===== src/rtl/scr_pkg.sv =====
// Shared constants, tap list, FSM state and skid-entry types for the 70-bit / 12-bit-per-cycle scrambler.
// Build option: define SCR_BYPASS_EN to add the per-word bypass input on scr_frame_ctrl.
package scr_pkg;

   localparam int unsigned SW    = 70;
   localparam int unsigned NB    = 12;
   localparam int unsigned CNT_W = 16;
   localparam int unsigned NTAPS = 5;

   localparam logic [SW-1:0] SEED_RST = {SW{1'b1}};

   localparam int unsigned TAPS [NTAPS] = '{30, 34, 43, 58, 63};

   // Feedback positions as a mask so one step is a shift plus a masked XOR
   function automatic logic [SW-1:0] tap_mask();
      logic [SW-1:0] m;
      m = '0;
      for (int unsigned t = 0; t < NTAPS; t++) begin
         m[7'(TAPS[t])] = 1'b1;
      end
      return m;
   endfunction

   localparam logic [SW-1:0] TAP_MASK = tap_mask();

   typedef enum logic [1:0] {
      IDLE  = 2'd0,
      RUN   = 2'd1,
      DRAIN = 2'd2
   } fsm_t;

   typedef struct packed {
      logic [NB-1:0] data;
      logic          sof;
      logic          eof;
   } word_t;

endpackage


===== src/rtl/scr_step_nb.sv =====
// Combinational NB-step LFSR advance; bit 0 of the word is scrambled first.
module scr_step_nb
   import scr_pkg::*;
(
   input  logic [SW-1:0] state,
   input  logic [NB-1:0] in_data,
   output logic [SW-1:0] next_state,
   output logic [NB-1:0] scr_data
);

   always_comb begin : step
      logic [SW-1:0] s;
      logic          msb;
      s        = state;
      msb      = 1'b0;
      scr_data = '0;
      for (int unsigned i = 0; i < NB; i++) begin
         msb         = s[SW-1];
         scr_data[i] = msb ^ in_data[i];
         s           = {s[SW-2:0], scr_data[i]} ^ ({SW{msb}} & TAP_MASK);
      end
      next_state = s;
   end

endmodule


===== src/rtl/scr_frame_ctrl.sv =====
// Frame controller: owns the LFSR state, accepts words, emits scrambled words through a 2-entry skid buffer.
// Build option: SCR_BYPASS_EN adds a bypass input (pass data through, freeze LFSR).
module scr_frame_ctrl
   import scr_pkg::*;
(
   input  logic             clk,
   input  logic             rst,
   input  logic [SW-1:0]    seed,
   input  logic             seed_load,
   input  logic             in_valid,
   output logic             in_ready,
   input  logic [NB-1:0]    in_data,
   input  logic             in_eof,
`ifdef SCR_BYPASS_EN
   input  logic             bypass,
`endif
   output logic             out_valid,
   input  logic             out_ready,
   output logic [NB-1:0]    out_data,
   output logic             out_sof,
   output logic             out_eof,
   output logic [SW-1:0]    state_out,
   output logic [CNT_W-1:0] word_cnt,
   output logic             busy,
   output logic             seed_err
);

   fsm_t          fsm, fsm_nxt;
   logic [SW-1:0] lfsr;
   logic [SW-1:0] step_state;
   logic [NB-1:0] step_data;
   word_t         ent0, ent1, push_word;
   logic          v0, v1, v0_nxt, v1_nxt;
   logic          sof_pend;
   logic          accept, pop, byp;
   logic          seed_err_nxt;

`ifdef SCR_BYPASS_EN
   assign byp = bypass;
`else
   assign byp = 1'b0;
`endif

   scr_step_nb u_step (
      .state      (lfsr),
      .in_data    (in_data),
      .next_state (step_state),
      .scr_data   (step_data)
   );

   assign accept    = (fsm == RUN) && in_ready && in_valid;
   assign pop       = v0 && out_ready;
   assign push_word = '{data: (byp ? in_data : step_data), sof: sof_pend, eof: in_eof};

   assign out_valid = v0;
   assign out_data  = ent0.data;
   assign out_sof   = ent0.sof;
   assign out_eof   = ent0.eof;
   assign state_out = lfsr;

   always_ff @(posedge clk) begin
      if (rst) fsm <= IDLE;
      else     fsm <= fsm_nxt;
   end

   // Next state plus next skid occupancy (pop shifts, push fills the first free slot)
   always_comb begin
      fsm_nxt      = fsm;
      seed_err_nxt = 1'b0;
      v0_nxt       = v0;
      v1_nxt       = v1;
      if (pop) begin
         v0_nxt = v1;
         v1_nxt = 1'b0;
      end
      if (accept) begin
         if (v0_nxt) v1_nxt = 1'b1;
         else        v0_nxt = 1'b1;
      end
      case (fsm)
         IDLE: begin
            if (seed_load) fsm_nxt = RUN;
         end
         RUN: begin
            seed_err_nxt = seed_load;
            if (accept && in_eof) fsm_nxt = DRAIN;
         end
         DRAIN: begin
            seed_err_nxt = seed_load;
            if (!v0_nxt) fsm_nxt = IDLE;
         end
         default: fsm_nxt = IDLE;
      endcase
   end

   always_ff @(posedge clk) begin
      if (rst) begin
         lfsr     <= SEED_RST;
         word_cnt <= '0;
         sof_pend <= 1'b0;
         v0       <= 1'b0;
         v1       <= 1'b0;
         ent0     <= '0;
         ent1     <= '0;
         in_ready <= 1'b0;
         busy     <= 1'b0;
         seed_err <= 1'b0;
      end else begin
         v0       <= v0_nxt;
         v1       <= v1_nxt;
         in_ready <= (fsm_nxt == RUN) && !v1_nxt;
         busy     <= (fsm_nxt != IDLE);
         seed_err <= seed_err_nxt;
         if (fsm == IDLE && seed_load) begin
            lfsr     <= seed;
            word_cnt <= '0;
            sof_pend <= 1'b1;
         end
         if (accept) begin
            if (!byp) lfsr <= step_state;
            if (word_cnt != '1) word_cnt <= word_cnt + CNT_W'(1);
            sof_pend <= 1'b0;
         end
         if (pop) ent0 <= ent1;
         // Accept implies slot 1 is free, so a push lands in slot 1 only if slot 0 stays occupied
         if (accept) begin
            if (v0 && !pop) ent1 <= push_word;
            else            ent0 <= push_word;
         end
      end
   end

endmodule


===== config.mk =====
export PLATFORM = sky130hd
export DESIGN_NAME = scr_frame_ctrl
export DESIGN_NICKNAME = d
export VERILOG_FILES = /design/src/rtl/scr_pkg.sv /design/src/rtl/scr_step_nb.sv /design/src/rtl/scr_frame_ctrl.sv
export SDC_FILE = /design/constraint.sdc
export NUM_CORES = 1
export LEC_CHECK = 0
export ABC_AREA = 1
export CAP_MARGIN = 0
export CORE_MARGIN = 5
export CORE_UTILIZATION = 45
export DETAILED_ROUTE_END_ITERATION = 12
export PLACE_DENSITY = 0.88
export SYNTH_ARGS = -nofsm -noshare
export SYNTH_HDL_FRONTEND = slang
export SYNTH_SLANG_ARGS = --single-unit

===== constraint.sdc =====
create_clock -name clk -period 2.05 [get_ports clk]
set_input_delay 0.615 -clock clk [delete_from_list [all_inputs] [get_ports clk]]
set_output_delay 0.615 -clock clk [all_outputs]
set_load 0.01 [all_outputs]

==> After elaboration in Yosys (flattened, before gate mapping) <==
Cells that the tools add are included.
{ "classes": {"addsub": 1, "eq_ne": 4, "n_mux": 17, "n_bitwise": 25, "n_reduce_logical": 16} }
{ "ops": {"columns": ["operator", "n"], "rows": [
  ["XOR 70 x 64 -> 70 bit", 12],
  ["2-to-1 mux 70 bit", 2],
  ["2-to-1 mux 16 bit", 3],
  ["2-to-1 mux 14 bit", 3],
  ["adder 16 x 1 -> 16 bit, second input constant", 1],
  ["!= test 16 bit, second input constant", 1],
  ["XOR 1 bit", 12],
  ["logical AND 1 bit", 7],
  ["2-to-1 mux 2 bit", 3],
  ["one-hot mux 2 bit (3 select lines)", 1],
  ["OR reduction 2 bit", 3],
  ["2-to-1 mux 1 bit", 5],
  ["equality test 2 x 1 -> 1 bit, second input constant", 2],
  ["nonzero test 2 bit", 2],
  ["equality test 2 bit, second input constant", 1],
  ["logical NOT 1 bit", 2],
  ["logical NOT 2 bit", 1],
  ["AND reduction 2 bit", 1],
  ["inverter 1 bit", 1]
]} }
{ "word_totals": {"ff_bits": 122, "in_bits": 88, "out_inout_bits": 104, "elab_cells": 78} }

==> Longest topological paths before layout <==
{ "depth": {"word_depth": 25, "ltp_mapped": 10, "ltp_nobuf": 10} }

==> Hierarchy <==
From an unflattened synthesis, not the netlist that was laid out.
{ "hier_totals": {"hier_cells": 911, "hier_area_um2": 6646.4} }
{ "by_module_without_submodules": {"columns": ["module", "n_inst", "cells_per_inst", "area_per_inst_um2", "seq_area_each_um2"], "rows": [
  ["scr_frame_ctrl", 1, 769, 5465.2, 2442.3],
  ["scr_step_nb", 1, 142, 1181.1, 0.0]
]} }

==> Worst setup path after synthesis <==
No wires, ideal clock.
{ "synth_path": {"kind": "reg2reg", "start": "register fsm[0]", "end": "register lfsr[10], in the netlist state_out[10]", "setup_time_ns": 0.140, "t_arrival_ns": 1.378, "path_slack_ns": 0.532, "stages_incl_launch_ff": 9, "path_buffers": 2, "period_less_slack_ns": 1.518, "cell_sequence": "dfxtp_1 inv_1 ha_1 nand2_2 clkinv_2 buf_2 buf_2 nand3_1 o2111ai_1"} }
{ "synth_between": {"elab_chain_len": 4, "elab_cells_between_ends": 7, "classes_between": "1 x eq/ne; 1 x mux; 5 x reduce/logical"} }
{ "synth_lines": {"columns": ["element", "line_no", "rtl"], "rows": [
  ["from (decl)", "scr_frame_ctrl.sv:28", "fsm_t fsm, fsm_nxt;"],
  ["from (signal assigned)", "scr_frame_ctrl.sv:63", "else fsm <= fsm_nxt;"],
  ["equality test 2 x 1 -> 1 bit", "scr_frame_ctrl.sv:51", "assign accept = (fsm == RUN) && in_ready && in_valid;"],
  ["logical AND 1 bit (2 in a row)", "scr_frame_ctrl.sv:51", null],
  ["2-to-1 mux 70 bit or nonzero test 2 bit (tied branches)", null, null],
  ["to (signal assigned)", "scr_frame_ctrl.sv:120", "if (!byp) lfsr <= step_state;"],
  ["to (decl)", "scr_frame_ctrl.sv:29", "logic [SW-1:0] lfsr;"]
]} }
Several ways; a longest one is shown, not always the timed one.
A chain may end at the register's enable or synchronous reset.

==> Final worst setup path <==
{ "layout_path": {"start": "register lfsr[3], in the netlist state_out[3]", "end": "output state_out[3]"} }
{ "layout_rtl": {"columns": ["element", "line_no", "rtl"], "rows": [
  ["to (decl)", "scr_frame_ctrl.sv:22", "output logic [SW-1:0] state_out,"]
]} }
No word-level cell between the ends.

==> impl_metrics.toml <==
[outcome]
outcome = "completed"

[synthesis]
synth_top_cells_by_area = "dfxtp_1 (38%), nand2_1 (12%), nand3_1 (8.7%)"
synth_fp_nets = 959
netlist_area_um2 = 6440
ys_seq_elements = 122
synth-main-ff-cell = "dfxtp_1"
yosysWarnings = 0
synth-async-reset-ratio = 0
synth_largest_area_cell = "dfxtp_1"
ys_seq_area_frac = 0.379
synth_edf_count = 0
syn_inst = 866
synth_top_area_frac = 0.379
yosys.cell_types.count = 41
syn_area_per_cell_um2 = 7.44

[die]
chipHeight_um = 130
rows = 43
start_util = 0.461
die_x_um = 130
io_pins = 192
core_area_um2 = 14000
dieArea_um2 = 16800

[timing]
final-max-slew-violation-count = 0
setup_viol = 0
hold_violations = 0
worst_pin_slew_ps = 469
fmax_mhz = 494
max_slew_margin = 0.687
fin_skew_ps = 9.48
hold_ws_ps = 478
fin_crit_sh = 0.987
min_period_ps = 2020

[setup_path]
required_ps = 1430
critPathMaxFanout = 3
crit_slowest_cell = "clkdlybuf4s50_1"
path_class = "flip-flop to output pin"
r2r-start = "fsm[1]$_SDFF_PP0_"
crit_family = "buffers and inverters"
cp_num_buf_inv = 1
endpoint_kind = "output pin"
r2r_cells = 7
cp_data_arrival_time_ps = 1410
cp-start-kind = "flip-flop"
cp_cell_sequence = "clkdlybuf4s50_1"
startpoint = "state_out[3]$_SDFFE_PP1P_"
critical_path_cell_count = 1
max_stage_delay_ps = 580

[clock_tree]
cts_setup_buffers = 0
cts_tree = "done"
clock-sinks = 122
cts_inserted_buffers = 17
cts-hold-fix-buffers = 0
insertion_delay_ps = 430
cts_buffer_depth = 2
htreeDepth = 4
clk_pin_slew_ps = 60
root_buffer = "clkbuf_16"

[place]
dp.cells = 1221
routabilityCongestion = 0.970
dp_hpwl_um = 15900
place_area_um2 = 8660
io_buffer_count = 191

[global_route]
grt_pass1_vias = 6770
grt.total_usage = 0.261
antenna_found_initial = 1
overflow = 0
grt_pass1_wl_um = 34300
grt_max_degree = 49

[drt]
via_count = 6818
ant_nets = 0
wire_per_inst_um = 17.7
drt_drc_violations_left = 0
drt_iter0_markers = 524
via_per_inst = 5.44
firstDrtPassIters = 6
wl_um = 22200

[power]
finalPower_mw = 7.50
p_leak_nw = 3.93
p_per_area_nw_per_um2 = 806
vdd_drop_max_uv = 566

[min_path]
worstHoldStart = "out_data[11]$_SDFF_PP0_"
whs_path_depth = 2
hold_class = "flip-flop to flip-flop"

[layout]
instances_no_fill = 1254
final_util = 0.665
nets = 1153
multi_input_area_um2 = 3500
fillCellCount = 1142
final_cell_mix = "nand2_1 (211), clkdlybuf4s50_1 (179), nand3_1 (112)"
drive_gt1_frac = 0.128
syn_to_final_growth_pct = 44.3
design_area_um2 = 9300
seqCellArea_um2 = 2460
layout_commonest_cell = "nand2_1"

[run]
maxCapViolations = 0
-- path summary, 6_finish.rpt --
kind                                                 to  slack (ps)
worst max-delay path                       state_out[3]          30
worst min-delay path            out_data[11]$_SDFF_PP0_         480
worst max register to register   out_data[6]$_SDFF_PP0_         360
worst min register to register  out_data[11]$_SDFF_PP0_         480
-- kinds of logic after synthesis --
family | after synthesis | share of synthesized area
AND/OR/NAND/NOR | 416 | 0.292
AO/OA/AOI/OAI | 145 | 0.144
flip-flops | 122 | 0.379
buffers and inverters | 107 | 0.0784
XOR/XNOR | 70 | 0.0951
adder cells (fa/ha/maj) | 5 | 0.00971
multiplexers | 1 | 0.00175
-- layout make-up --
type / instances / share of cell area
tap: 180 / 0.0242
antenna: 1 / 0.000269
clock buffer: 22 / 0.0499
timing repair buffer: 233 / 0.250
inverter: 49 / 0.0200
clock inverter: 10 / 0.0153
multi-input combinational: 637 / 0.376
sequential: 122 / 0.264
-- Yosys cell counts, types with 6 or more instances --
cell,instances
dfxtp_1,122
inv_1,39
xor2_1,44
a21oi_2,10
nor2_1,55
o2111ai_1,10
a21oi_1,41
o21ai_1,6
inv_2,8
nand3_1,112
buf_2,25
o21ai_0,42
nand2_1,211
clkbuf_1,17
xnor2_1,26
nand2_2,11
a31oi_1,9
nand4_1,11
o211ai_1,14
-- sequential cells by signal (all words and copies together), names as in the netlist, 2 cells and up --
signal     flops
ent1          14
word_cnt      16
state_out     70
out_data      12
fsm            2
-- power breakdown --
part / internal (mW) / total, mW / switching [mW]
registers: 2.55 / 2.72 / 0.172
logic: 0.810 / 1.69 / 0.882
clock network: 1.97 / 3.09 / 1.11
-- layer usage --
metal  wire length (µm)  track usage  up-vias
met1               8780        0.318     3152
met2              10500        0.423      344
met4                933        0.133        0
met3               2030       0.0721       55
li1                   -            -     3267
met5                  0            0        -
-- timing repair --
action	4_1_cts	5_1_grt
endpoints found under the setup margin	11	13
gates resized for setup	11	13
hold endpoints to repair	0	0
-- through the flow --
stage                     worst slack [ps]  setup TNS (ps)
after floorplan                        532               0
after global placement               -7.81           -9.24
after detailed placement             -64.9            -741
after CTS                             2.79               0
after global routing                 -5.04           -13.1
final                                 27.2               0
Power figures use the tool's default switching activity.
